===== src/rtl/alu_pkg.sv =====
//==============================================================================
// Module   : alu_pkg
// Brief    : Shared opcode, state and flag types for the sequential ALU.
// Revision : 1.0 - initial release
//==============================================================================
`default_nettype none

package alu_pkg;

    typedef enum logic [2:0] {
        ALU_ADD = 3'b000,
        ALU_SUB = 3'b001,
        ALU_AND = 3'b010,
        ALU_OR  = 3'b011,
        ALU_XOR = 3'b100,
        ALU_SHL = 3'b101,
        ALU_SHR = 3'b110,
        ALU_MUL = 3'b111
    } alu_op_e;

    typedef enum logic [1:0] {
        ST_IDLE = 2'd0,
        ST_BUSY = 2'd1,
        ST_DONE = 2'd2
    } alu_state_e;

    typedef struct packed {
        logic zero;
        logic negative;
        logic carry;
        logic overflow;
    } alu_flags_t;

endpackage

`default_nettype wire


===== src/rtl/alu_mul_iter.sv =====
//==============================================================================
// Module   : alu_mul_iter
// Brief    : Iterative shift-add unsigned multiplier, one multiplier bit per cycle.
// Revision : 1.0 - initial release
//==============================================================================
`default_nettype none

module alu_mul_iter #(
    parameter int WIDTH = 8
) (
    input  logic               clk,
    input  logic               rst_n,
    input  logic               start,
    input  logic [WIDTH-1:0]   mcand,
    input  logic [WIDTH-1:0]   mplier,
    output logic               done,
    output logic [2*WIDTH-1:0] product
);

    localparam int CW = $clog2(WIDTH) + 1;

    logic [WIDTH-1:0]   mcand_q;
    logic [2*WIDTH-1:0] acc;
    logic [CW-1:0]      count;
    logic               running;

    // Upper half accumulates, lower half holds the unconsumed multiplier bits.
    function automatic logic [2*WIDTH-1:0] mul_step(input logic [2*WIDTH-1:0] p,
                                                     input logic [WIDTH-1:0]   m);
        logic [WIDTH:0] part;
        part = {1'b0, p[2*WIDTH-1:WIDTH]} + (p[0] ? {1'b0, m} : '0);
        return {part, p[WIDTH-1:1]};
    endfunction

    // The load edge performs the first step, so count == WIDTH means all bits consumed.
    assign done    = running && (count == CW'(WIDTH));
    assign product = acc;

    always_ff @(posedge clk) begin
        if (!rst_n) begin
            mcand_q <= '0;
            acc     <= '0;
            count   <= '0;
            running <= 1'b0;
        end else if (start) begin
            mcand_q <= mcand;
            acc     <= mul_step({{WIDTH{1'b0}}, mplier}, mcand);
            count   <= CW'(1);
            running <= 1'b1;
        end else if (running) begin
            if (done) begin
                running <= 1'b0;
            end else begin
                acc   <= mul_step(acc, mcand_q);
                count <= count + 1'b1;
            end
        end
    end

endmodule

`default_nettype wire


===== src/rtl/alu_uadd.sv =====
//==============================================================================
// Module   : alu_uadd
// Brief    : Unsigned generate/propagate lookahead adder with carry in/out.
// Revision : 1.0 - initial release
//==============================================================================
`default_nettype none

module alu_uadd #(
    parameter int SIZE = 8
) (
    input  logic [SIZE-1:0] a,
    input  logic [SIZE-1:0] b,
    input  logic            cin,
    output logic [SIZE-1:0] sum,
    output logic            cout
);

    logic [SIZE-1:0] gen;
    logic [SIZE-1:0] prop;
    logic [SIZE:0]   carry;

    assign gen  = a & b;
    assign prop = a ^ b;

    always_comb begin
        carry    = '0;
        carry[0] = cin;
        for (int i = 0; i < SIZE; i++) begin
            carry[i+1] = gen[i] | (prop[i] & carry[i]);
        end
    end

    assign sum  = prop ^ carry[SIZE-1:0];
    assign cout = carry[SIZE];

endmodule

`default_nettype wire


===== src/rtl/alu_seq.sv =====
//==============================================================================
// Module   : alu_seq
// Brief    : Registered valid/ready ALU; iterative MUL when ALU_MUL_EN is defined,
//            otherwise opcode 111 completes in one cycle flagged illegal.
// Revision : 1.0 - initial release
//==============================================================================
`default_nettype none

module alu_seq
    import alu_pkg::*;
#(
    parameter int WIDTH = 8
) (
    input  logic             i_clk,
    input  logic             i_rst_n,
    input  logic             i_valid,
    output logic             o_ready,
    input  logic [2:0]       i_func,
    input  logic [WIDTH-1:0] i_s1,
    input  logic [WIDTH-1:0] i_s2,
    output logic             o_valid,
    input  logic             i_ready,
    output logic [WIDTH-1:0] o_result,
    output logic             o_zero,
    output logic             o_negative,
    output logic             o_carry,
    output logic             o_overflow,
    output logic             o_illegal
);

    localparam int SHW = $clog2(WIDTH);

    alu_state_e       state;
    alu_state_e       state_nxt;
    alu_op_e          op;
    logic             accept;
    logic             start_mul;
    logic             mul_done;
    logic             add_cin;
    logic             add_cout;
    logic [WIDTH-1:0] add_b;
    logic [WIDTH-1:0] add_sum;
    logic [SHW-1:0]   amt;
    logic [WIDTH:0]   shl_wide;
    logic [WIDTH:0]   shr_wide;
    logic [WIDTH-1:0] alu_res;
    alu_flags_t       alu_flags;
    logic             alu_ill;
    logic [WIDTH-1:0] result;
    alu_flags_t       flags;
    logic             illegal;

    assign op     = alu_op_e'(i_func);
    assign accept = i_valid && (state == ST_IDLE);

    assign add_cin = (op == ALU_SUB);
    assign add_b   = add_cin ? ~i_s2 : i_s2;

    alu_uadd #(.SIZE(WIDTH)) u_add (
        .a    (i_s1),
        .b    (add_b),
        .cin  (add_cin),
        .sum  (add_sum),
        .cout (add_cout)
    );

    // One guard bit on the outgoing side captures the last bit shifted out.
    assign amt      = i_s2[SHW-1:0];
    assign shl_wide = {1'b0, i_s1} << amt;
    assign shr_wide = {i_s1, 1'b0} >> amt;

    always_comb begin
        alu_res   = '0;
        alu_flags = '0;
        alu_ill   = 1'b0;
        start_mul = 1'b0;
        case (op)
            ALU_ADD, ALU_SUB: begin
                alu_res            = add_sum;
                alu_flags.carry    = add_cin ? ~add_cout : add_cout;
                alu_flags.overflow = (i_s1[WIDTH-1] == add_b[WIDTH-1]) &&
                                     (add_sum[WIDTH-1] != i_s1[WIDTH-1]);
            end
            ALU_AND: alu_res = i_s1 & i_s2;
            ALU_OR:  alu_res = i_s1 | i_s2;
            ALU_XOR: alu_res = i_s1 ^ i_s2;
            ALU_SHL: begin
                alu_res         = shl_wide[WIDTH-1:0];
                alu_flags.carry = shl_wide[WIDTH];
            end
            ALU_SHR: begin
                alu_res         = shr_wide[WIDTH:1];
                alu_flags.carry = shr_wide[0];
            end
            ALU_MUL: begin
`ifdef ALU_MUL_EN
                start_mul = 1'b1;
`else
                alu_ill   = 1'b1;
`endif
            end
            default: alu_res = '0;
        endcase
        alu_flags.zero     = (alu_res == '0);
        alu_flags.negative = alu_res[WIDTH-1];
    end

`ifdef ALU_MUL_EN
    logic [2*WIDTH-1:0] mul_prod;
    alu_flags_t         mul_flags;

    alu_mul_iter #(.WIDTH(WIDTH)) u_mul (
        .clk     (i_clk),
        .rst_n   (i_rst_n),
        .start   (accept && start_mul),
        .mcand   (i_s1),
        .mplier  (i_s2),
        .done    (mul_done),
        .product (mul_prod)
    );

    always_comb begin
        mul_flags          = '0;
        mul_flags.zero     = (mul_prod[WIDTH-1:0] == '0);
        mul_flags.negative = mul_prod[WIDTH-1];
        mul_flags.carry    = |mul_prod[2*WIDTH-1:WIDTH];
        mul_flags.overflow = |mul_prod[2*WIDTH-1:WIDTH];
    end
`else
    assign mul_done = 1'b0;
`endif

    always_comb begin
        state_nxt = state;
        case (state)
            ST_IDLE: if (accept)   state_nxt = start_mul ? ST_BUSY : ST_DONE;
            ST_BUSY: if (mul_done) state_nxt = ST_DONE;
            ST_DONE: if (i_ready)  state_nxt = ST_IDLE;
            default:               state_nxt = ST_IDLE;
        endcase
    end

    always_ff @(posedge i_clk) begin
        if (!i_rst_n) begin
            state   <= ST_IDLE;
            result  <= '0;
            flags   <= '0;
            illegal <= 1'b0;
        end else begin
            state <= state_nxt;
            if (accept && !start_mul) begin
                result  <= alu_res;
                flags   <= alu_flags;
                illegal <= alu_ill;
            end
`ifdef ALU_MUL_EN
            else if (state == ST_BUSY && mul_done) begin
                result  <= mul_prod[WIDTH-1:0];
                flags   <= mul_flags;
                illegal <= 1'b0;
            end
`endif
        end
    end

    assign o_ready    = (state == ST_IDLE);
    assign o_valid    = (state == ST_DONE);
    assign o_result   = result;
    assign o_zero     = flags.zero;
    assign o_negative = flags.negative;
    assign o_carry    = flags.carry;
    assign o_overflow = flags.overflow;
    assign o_illegal  = illegal;

endmodule

`default_nettype wire


===== config.mk =====
export PLATFORM = sky130hd
export DESIGN_NAME = alu_seq
export DESIGN_NICKNAME = d
export VERILOG_FILES = /design/src/rtl/alu_pkg.sv /design/src/rtl/alu_mul_iter.sv /design/src/rtl/alu_uadd.sv /design/src/rtl/alu_seq.sv
export SDC_FILE = /design/constraint.sdc
export NUM_CORES = 1
export LEC_CHECK = 0
export CAP_MARGIN = 25
export CORE_MARGIN = 8
export CORE_UTILIZATION = 35
export DETAILED_ROUTE_END_ITERATION = 6
export MAX_ROUTING_LAYER = met4
export PLACE_DENSITY = 0.54
export RECOVER_POWER = 25
export SETUP_SLACK_MARGIN = 0.3
export SYNTH_ARGS = -nofsm -noshare
export SYNTH_HDL_FRONTEND = slang
export SYNTH_HIERARCHICAL = 1
export SYNTH_SLANG_ARGS = --single-unit

===== constraint.sdc =====
create_clock -name i_clk -period 6.9 [get_ports i_clk]
set_input_delay 1.38 -clock i_clk [delete_from_list [all_inputs] [get_ports i_clk]]
set_output_delay 1.38 -clock i_clk [all_outputs]
set_load 0.02 [all_outputs]

# Word-level counts from Yosys, hierarchy flattened
# Cells that the tools add are included.
totals:
  regBits: 15
  input_bits: 23
  output_inout_bits: 15
  elab_cells: 63
op_classes:
  eq_ne: 13
  shifts: 2
  mux: 9
  n_bitwise: 25
  n_reduce_logical: 7
ops:
  columns: ["op", "n"]
  rows:
  - ["$pmux W8 S6", 1]
  - ["$xor A8 B8 Y8", 3]
  - ["$and A8 B8 Y8", 2]
  - ["$eq A3 B3 Y1 const B", 4]
  - ["$shl A8 B3 Y9", 1]
  - ["$shr A9 B3 Y9", 1]
  - ["$and A1 B1 Y1", 8]
  - ["$logic_not A8 Y1", 1]
  - ["$mux W8", 1]
  - ["$not A8 Y8", 1]
  - ["$or A1 B1 Y1", 8]
  - ["$or A8 B8 Y8", 1]
  - ["$eq A3 B2 Y1 const B", 2]
  - ["$pmux W2 S3", 1]
  - ["$mux W2", 2]
  - ["$ne A2 B1 Y1 const B", 2]
  - ["$eq A3 B1 Y1 const B", 1]
  - ["$logic_not A3 Y1", 1]
  - ["$mux W1", 3]
  - ["$pmux W1 S3", 1]
  - ["$reduce_and A3 Y1", 1]
  - ["$eq A2 B1 Y1 const B", 1]
  - ["$eq A2 B2 Y1 const B", 1]
  - ["$logic_and A1 B1 Y1", 2]
  - ["5 further kinds", 6]

# Longest topological paths before layout
logic_depth:
  ltp_word: 22
  ltp_mapped: 23
  mapped_depth_nobuf: 21

# Hierarchy
# The synthesis kept the hierarchy.
by_module_without_submodules:
  columns: ["module", "n_inst", "cells_per_inst", "area_each_um2", "seq_area_each_um2"]
  rows:
  - ["alu_seq", 1, 228, 1816.7, 260.2]
  - ["alu_uadd", 1, 18, 197.7, 0.0]

# Least setup slack after synthesis
# Ideal clock, no wire load.
synth_path:
  path_kind: "input-to-reg"
  start: "input i_func[0]"
  end: "register flags, in the netlist o_zero"
  setup_time_ns: 0.123
  arrival_time_ns: 5.680
  required_time_ns: 6.777
  slack_ns: 1.097
  stages: 22
  n_path_buf: 3
  cell_sequence: "buf_4 -> buf_4 -> and2_1 -> buf_4 -> xnor2_1 -> inv_1 -> fa_1 -> inv_1 -> fa_1 -> fa_1 -> fa_1 -> fa_1 -> fa_1 -> fa_1 -> inv_1 -> fa_1 -> inv_1 -> nor2_1 -> a311oi_1 -> a211oi_1 -> o21ai_2 -> o41ai_2"
synth_between:
  elab_chain_cells: 20
  word_cells_on_any_way: 28
  cone_classes: "eq/ne (6); mux (2); bitwise (17); reduce/logical (3)"
synth_lines:
  columns: ["element", "line", "source"]
  rows:
  - ["from (decl)", "alu_seq.sv:18", "input logic [2:0] i_func,"]
  - ["$eq A3 B1 Y1 (*)", "alu_seq.sv:56", "assign add_cin = (op == ALU_SUB);"]
  - ["via add_cin", "alu_seq.sv:39", "logic add_cin;"]
  - ["$mux W8 (*)", "alu_seq.sv:57", "assign add_b = add_cin ? ~i_s2 : i_s2;"]
  - ["via add_b[0]", "alu_seq.sv:41", "logic [WIDTH-1:0] add_b;"]
  - ["$xor A8 B8 Y8", "alu_uadd.sv:23", "assign prop = a ^ b;"]
  - ["$and A1 B1 Y1", "alu_uadd.sv:29", "carry[i+1] = gen[i] | (prop[i] & carry[i]);"]
  - ["$or A1 B1 Y1 (*)", "alu_uadd.sv:29", null]
  - ["$and A1 B1 Y1 (*)", "alu_uadd.sv:29", null]
  - ["[... 7 more ...]", null, null]
  - ["$and A1 B1 Y1 (*)", "alu_uadd.sv:29", null]
  - ["$or A1 B1 Y1 (*)", "alu_uadd.sv:29", null]
  - ["$and A1 B1 Y1 (*)", "alu_uadd.sv:29", null]
  - ["$or A1 B1 Y1 (*)", "alu_uadd.sv:29", null]
  - ["$xor A8 B8 Y8 (*)", "alu_uadd.sv:33", "assign sum = prop ^ carry[SIZE-1:0];"]
  - ["via add_sum[7]", "alu_seq.sv:42", "logic [WIDTH-1:0] add_sum;"]
  - ["$pmux W8 S6 (*)", "alu_seq.sv:77", "case (op)"]
  - ["$logic_not A8 Y1 (*)", "alu_seq.sv:104", "alu_flags.zero = (alu_res == '0);"]
  - ["to (signal assigned)", "alu_seq.sv:153", "flags <= alu_flags;"]
  - ["to (decl)", "alu_seq.sv:50", "alu_flags_t flags;"]
# Mark *: on every way through the listed nets, which the timed path passes. The rest lies on a longest branch.
# A chain may end at the register's enable or synchronous reset.

# Worst setup path in the final report
layout_path:
  start: "input i_func[2]"
  end: "register result[7] (netlist: o_result[7])"
layout_between:
  elab_chain_cells: 19
  word_cells_on_any_way: 27
  cone_classes: "eq/ne (6); mux (2); bitwise (17); reduce/logical (2)"
layout_lines:
  columns: ["element", "line", "source"]
  rows:
  - ["$eq A3 B1 Y1 (*)", "alu_seq.sv:56", null]
  - ["$mux W8 (*)", "alu_seq.sv:57", null]
  - ["via add_b[0]", "alu_seq.sv:41", null]
  - ["$xor A8 B8 Y8", "alu_uadd.sv:23", null]
  - ["$and A1 B1 Y1", "alu_uadd.sv:29", null]
  - ["$or A1 B1 Y1 (*)", "alu_uadd.sv:29", null]
  - ["$and A1 B1 Y1 (*)", "alu_uadd.sv:29", null]
  - ["$or A1 B1 Y1 (*)", "alu_uadd.sv:29", null]
  - ["[... 5 more ...]", null, null]
  - ["$or A1 B1 Y1 (*)", "alu_uadd.sv:29", null]
  - ["$and A1 B1 Y1 (*)", "alu_uadd.sv:29", null]
  - ["$or A1 B1 Y1 (*)", "alu_uadd.sv:29", null]
  - ["$and A1 B1 Y1 (*)", "alu_uadd.sv:29", null]
  - ["$or A1 B1 Y1 (*)", "alu_uadd.sv:29", null]
  - ["$xor A8 B8 Y8 (*)", "alu_uadd.sv:33", null]
  - ["via add_sum[7]", "alu_seq.sv:42", null]
  - ["$pmux W8 S6 (*)", "alu_seq.sv:77", null]
  - ["to (signal assigned)", "alu_seq.sv:152", "result <= alu_res;"]
  - ["to (decl)", "alu_seq.sv:49", "logic [WIDTH-1:0] result;"]
# Marks and branches as above.

==> impl_metrics.tcl <==
set metrics [dict create \
    initial_core_util 0.364 \
    antenna_left 0 \
    design.core.area_um2 5540 \
    p_leak_nw 1.08 \
    worst_hold_path_type "flop to flop" \
    hold_path.startpoint "o_overflow$_SDFFE_PN0P_" \
    worst_pin_slew_ns 0.777 \
    fmax_mhz 160 \
    route.detailed.drc 0 \
    detail_route.first_pass.iterations 5 \
    avgSynthCellArea_um2 8.19 \
    sequential_element_share_of_the_synthesized_area 0.129 \
    detailedPlace.worstSlack_ns 0.395 \
    die_y_um 91.9 \
    post_route_setup_tns_ns 0 \
    mostFrequentLayoutCell "clkdlybuf4s50_1" \
    standard_cell_row_count 27 \
    dominantRegCellSynth "dfxtp_1" \
    async_reset_ff_frac 0 \
    detailedRoute.firstIterationViolations 210 \
    cts.repair_timing.setup_buffer_count 0 \
    commonest_cells_after_routing_fill_and_taps_aside "clkdlybuf4s50_1 (31), inv_1 (28), nand2_1 (27)" \
    drive_above_1_share 0.0725 \
    postRouteWirelength_um 5750 \
    global_route_wire_length_before_repair_um 9410 \
    worst-setup-path-type "input pin to flop" \
    vdd.ir_drop.worst_v 0.0000755 \
    max-clock-path-buffers 2 \
    setup_violations 0 \
    number_of_antenna_violations_at_the_first_check_in_global_routing 0 \
    timing.critical_path.arrival_ns 6.44 \
    reg2reg_setup_slack_ns 5.22 \
    startpoint_type "input pin" \
    main_area_contributors_after_synthesis "dfxtp_1 (13%), ha_1 (11%), fa_1 (8.0%)" \
    post-dp-hpwl_um 4420 \
    cts_root_buf "clkbuf_8" \
    h-tree-depth 1 \
    timing.critical_path.fanout_max 9 \
    tritoncts_clock_tree "done" \
    gpl.final_weighted_congestion 0.883 \
    syn_area_um2 2010 \
    status "finished clean" \
    drt-wirelength-per-cell_um 16.5 \
    setup.worst_path.end_class "flop" \
    post_cts_resized 0 \
    hold_violations 0 \
    post_synth_edffs 0 \
    clk_pin_slew_ns 0.05 \
    timing.final.max_slew_violations 0 \
    worst_skew_pair.late_latency_ns 0.24 \
    final_critical_path_setup_slack_ns 0.647 \
    top_level_ports 38 \
    drv.max_cap_violation_count 0 \
    fillerInstances 584 \
    floorplan.die_area_um2 8440 \
    synth_cell_types 57 \
    cts_buffers 3 \
    max_slew_headroom_at_the_worst_pin 0.481 \
    vias_in_the_first_global_route 1836 \
    yosysTopAreaCell "dfxtp_1" \
    final_net_count 325 \
    global_route.overflow_total 0 \
    syn2layout_area_growth_pct 22.0 \
    power_per_cell_area_nw_per_um2 123 \
    timing.reg2reg.worst_path_depth 6 \
    period_needed_ns 6.25 \
    die_w_um 91.9 \
    final_min_period_over_clock_period 0.906 \
    hold_path_end "o_overflow$_SDFFE_PN0P_" \
    track_usage 0.140 \
    via_count 1893 \
    timing.clock.skew_ns 0.00176 \
    critical_path_required_ns 7.08 \
    clock_sinks 13 \
    grt_start_max_net_pins 28 \
    timing.rr.start "state[1]$_SDFFE_PN0P_" \
    antennaDiodeCount 0 \
    post_synthesis_cell_count 246 \
    r2r-end "o_zero$_SDFFE_PN0P_" \
    ys_warn_count 6 \
    vias_per_cell 5.44 \
    worst_hold_path_cells 2 \
    syn-num-nets 294 \
    cts_hold_repair.buffers 0 \
    ys_seq_elements 13 \
    synth_top_cell_area_share 0.129 \
    grt_setup_unrepaired "no" \
    io_buffer_count 37 \
]
[flip-flops by register name, indices dropped and copies added (netlist names)]
name / flops
o_carry: 1
o_illegal: 1
o_overflow: 1
o_result: 8
o_zero: 1
state: 1
[where the power goes]
part	internal, mW	switching (mW)	total, mW	leakage, nW
clock	0.0408	0.0275	0.0683	0.0228
combinational	0.0676	0.0834	0.151	0.951
sequential	0.0808	0.00308	0.0839	0.107
[worst max path at each step]
stage / from / end / slack [ns]
5_1_grt: i_func[2] / o_result[7]$_SDFFE_PN0P_ / 0.36
3_5_place_dp: i_func[2] / o_zero$_SDFFE_PN0P_ / 0.40
2_1_floorplan: i_func[0] / o_zero$_SDFFE_PN0P_ / 1.10
6_report: i_func[2] / o_result[7]$_SDFFE_PN0P_ / 0.65
4_1_cts: i_func[2] / o_result[7]$_SDFFE_PN0P_ / 0.63
3_3_place_gp: i_func[2] / o_result[7]$_SDFFE_PN0P_ / 0.49
[critical path: stages]
cell             delay (ns)
clkdlybuf4s50_1        0.42
nor2_1                 0.15
and2_1                 0.47
xnor2_1                0.11
inv_1                  0.09
fa_1                   0.17
inv_1                  0.05
fa_1                   0.37
fa_1                   0.41
fa_1                   0.39
fa_1                   0.39
fa_1                   0.40
fa_1                   0.37
inv_1                  0.07
fa_1                   0.41
inv_1                  0.10
nor2_1                 0.04
a311oi_1               0.27
a211oi_1               0.11
o21ai_2                0.12
nor2_1                 0.06
nor2_1                 0.09
[kinds of logic after synthesis]
family,after synthesis,share of synthesized area
compound gates,61,0.231
xor+xnor,9,0.0391
fa+ha+maj,25,0.185
buf+inv,46,0.107
flops,13,0.129
mux,13,0.104
simple gates,79,0.204
[cells in the mapped netlist, drive strengths merged, types with 7 or more instances]
cell / instances
ha: 17
inv: 28
a21oi: 13
dfxtp: 13
o211ai: 7
xnor2: 8
nand2: 27
nand2b: 9
o211a: 8
fa: 8
nor2: 19
buf: 13
o21ai: 7
[routing by layer]
metal	vias up	routed length, um	global-route usage
li1	928	-	-
met1	897	2680	0.184
met2	61	2680	0.219
met3	7	331	0.0155
met4	0	65	0.0416
met5	-	0	-
[stage by stage]
stage          hold WS, ns  power (mW)  cell area [um^2]  cells  utilization
2_1_floorplan        0.539       0.184              2010    246            -
3_5_place_dp         0.460       0.238              2420    344        0.436
6_report             0.458       0.303              2460    348        0.444
3_3_place_gp         0.455       0.239              2420    344        0.436
4_1_cts              0.466       0.307              2460    348        0.444
5_1_grt              0.484       0.328              2460    348        0.444
[layout make-up]
type / instances / area (um^2) / area share
Multi-Input combinational cell: 187 / 1540 / 0.626
Clock buffer: 4 / 45.0 / 0.0183
Inverter: 28 / 105 / 0.0428
Timing Repair Buffer: 44 / 419 / 0.171
Sequential cell: 13 / 260 / 0.106
Tap cell: 72 / 90.1 / 0.0367
Note: power is estimated with default switching activity, not from simulation.
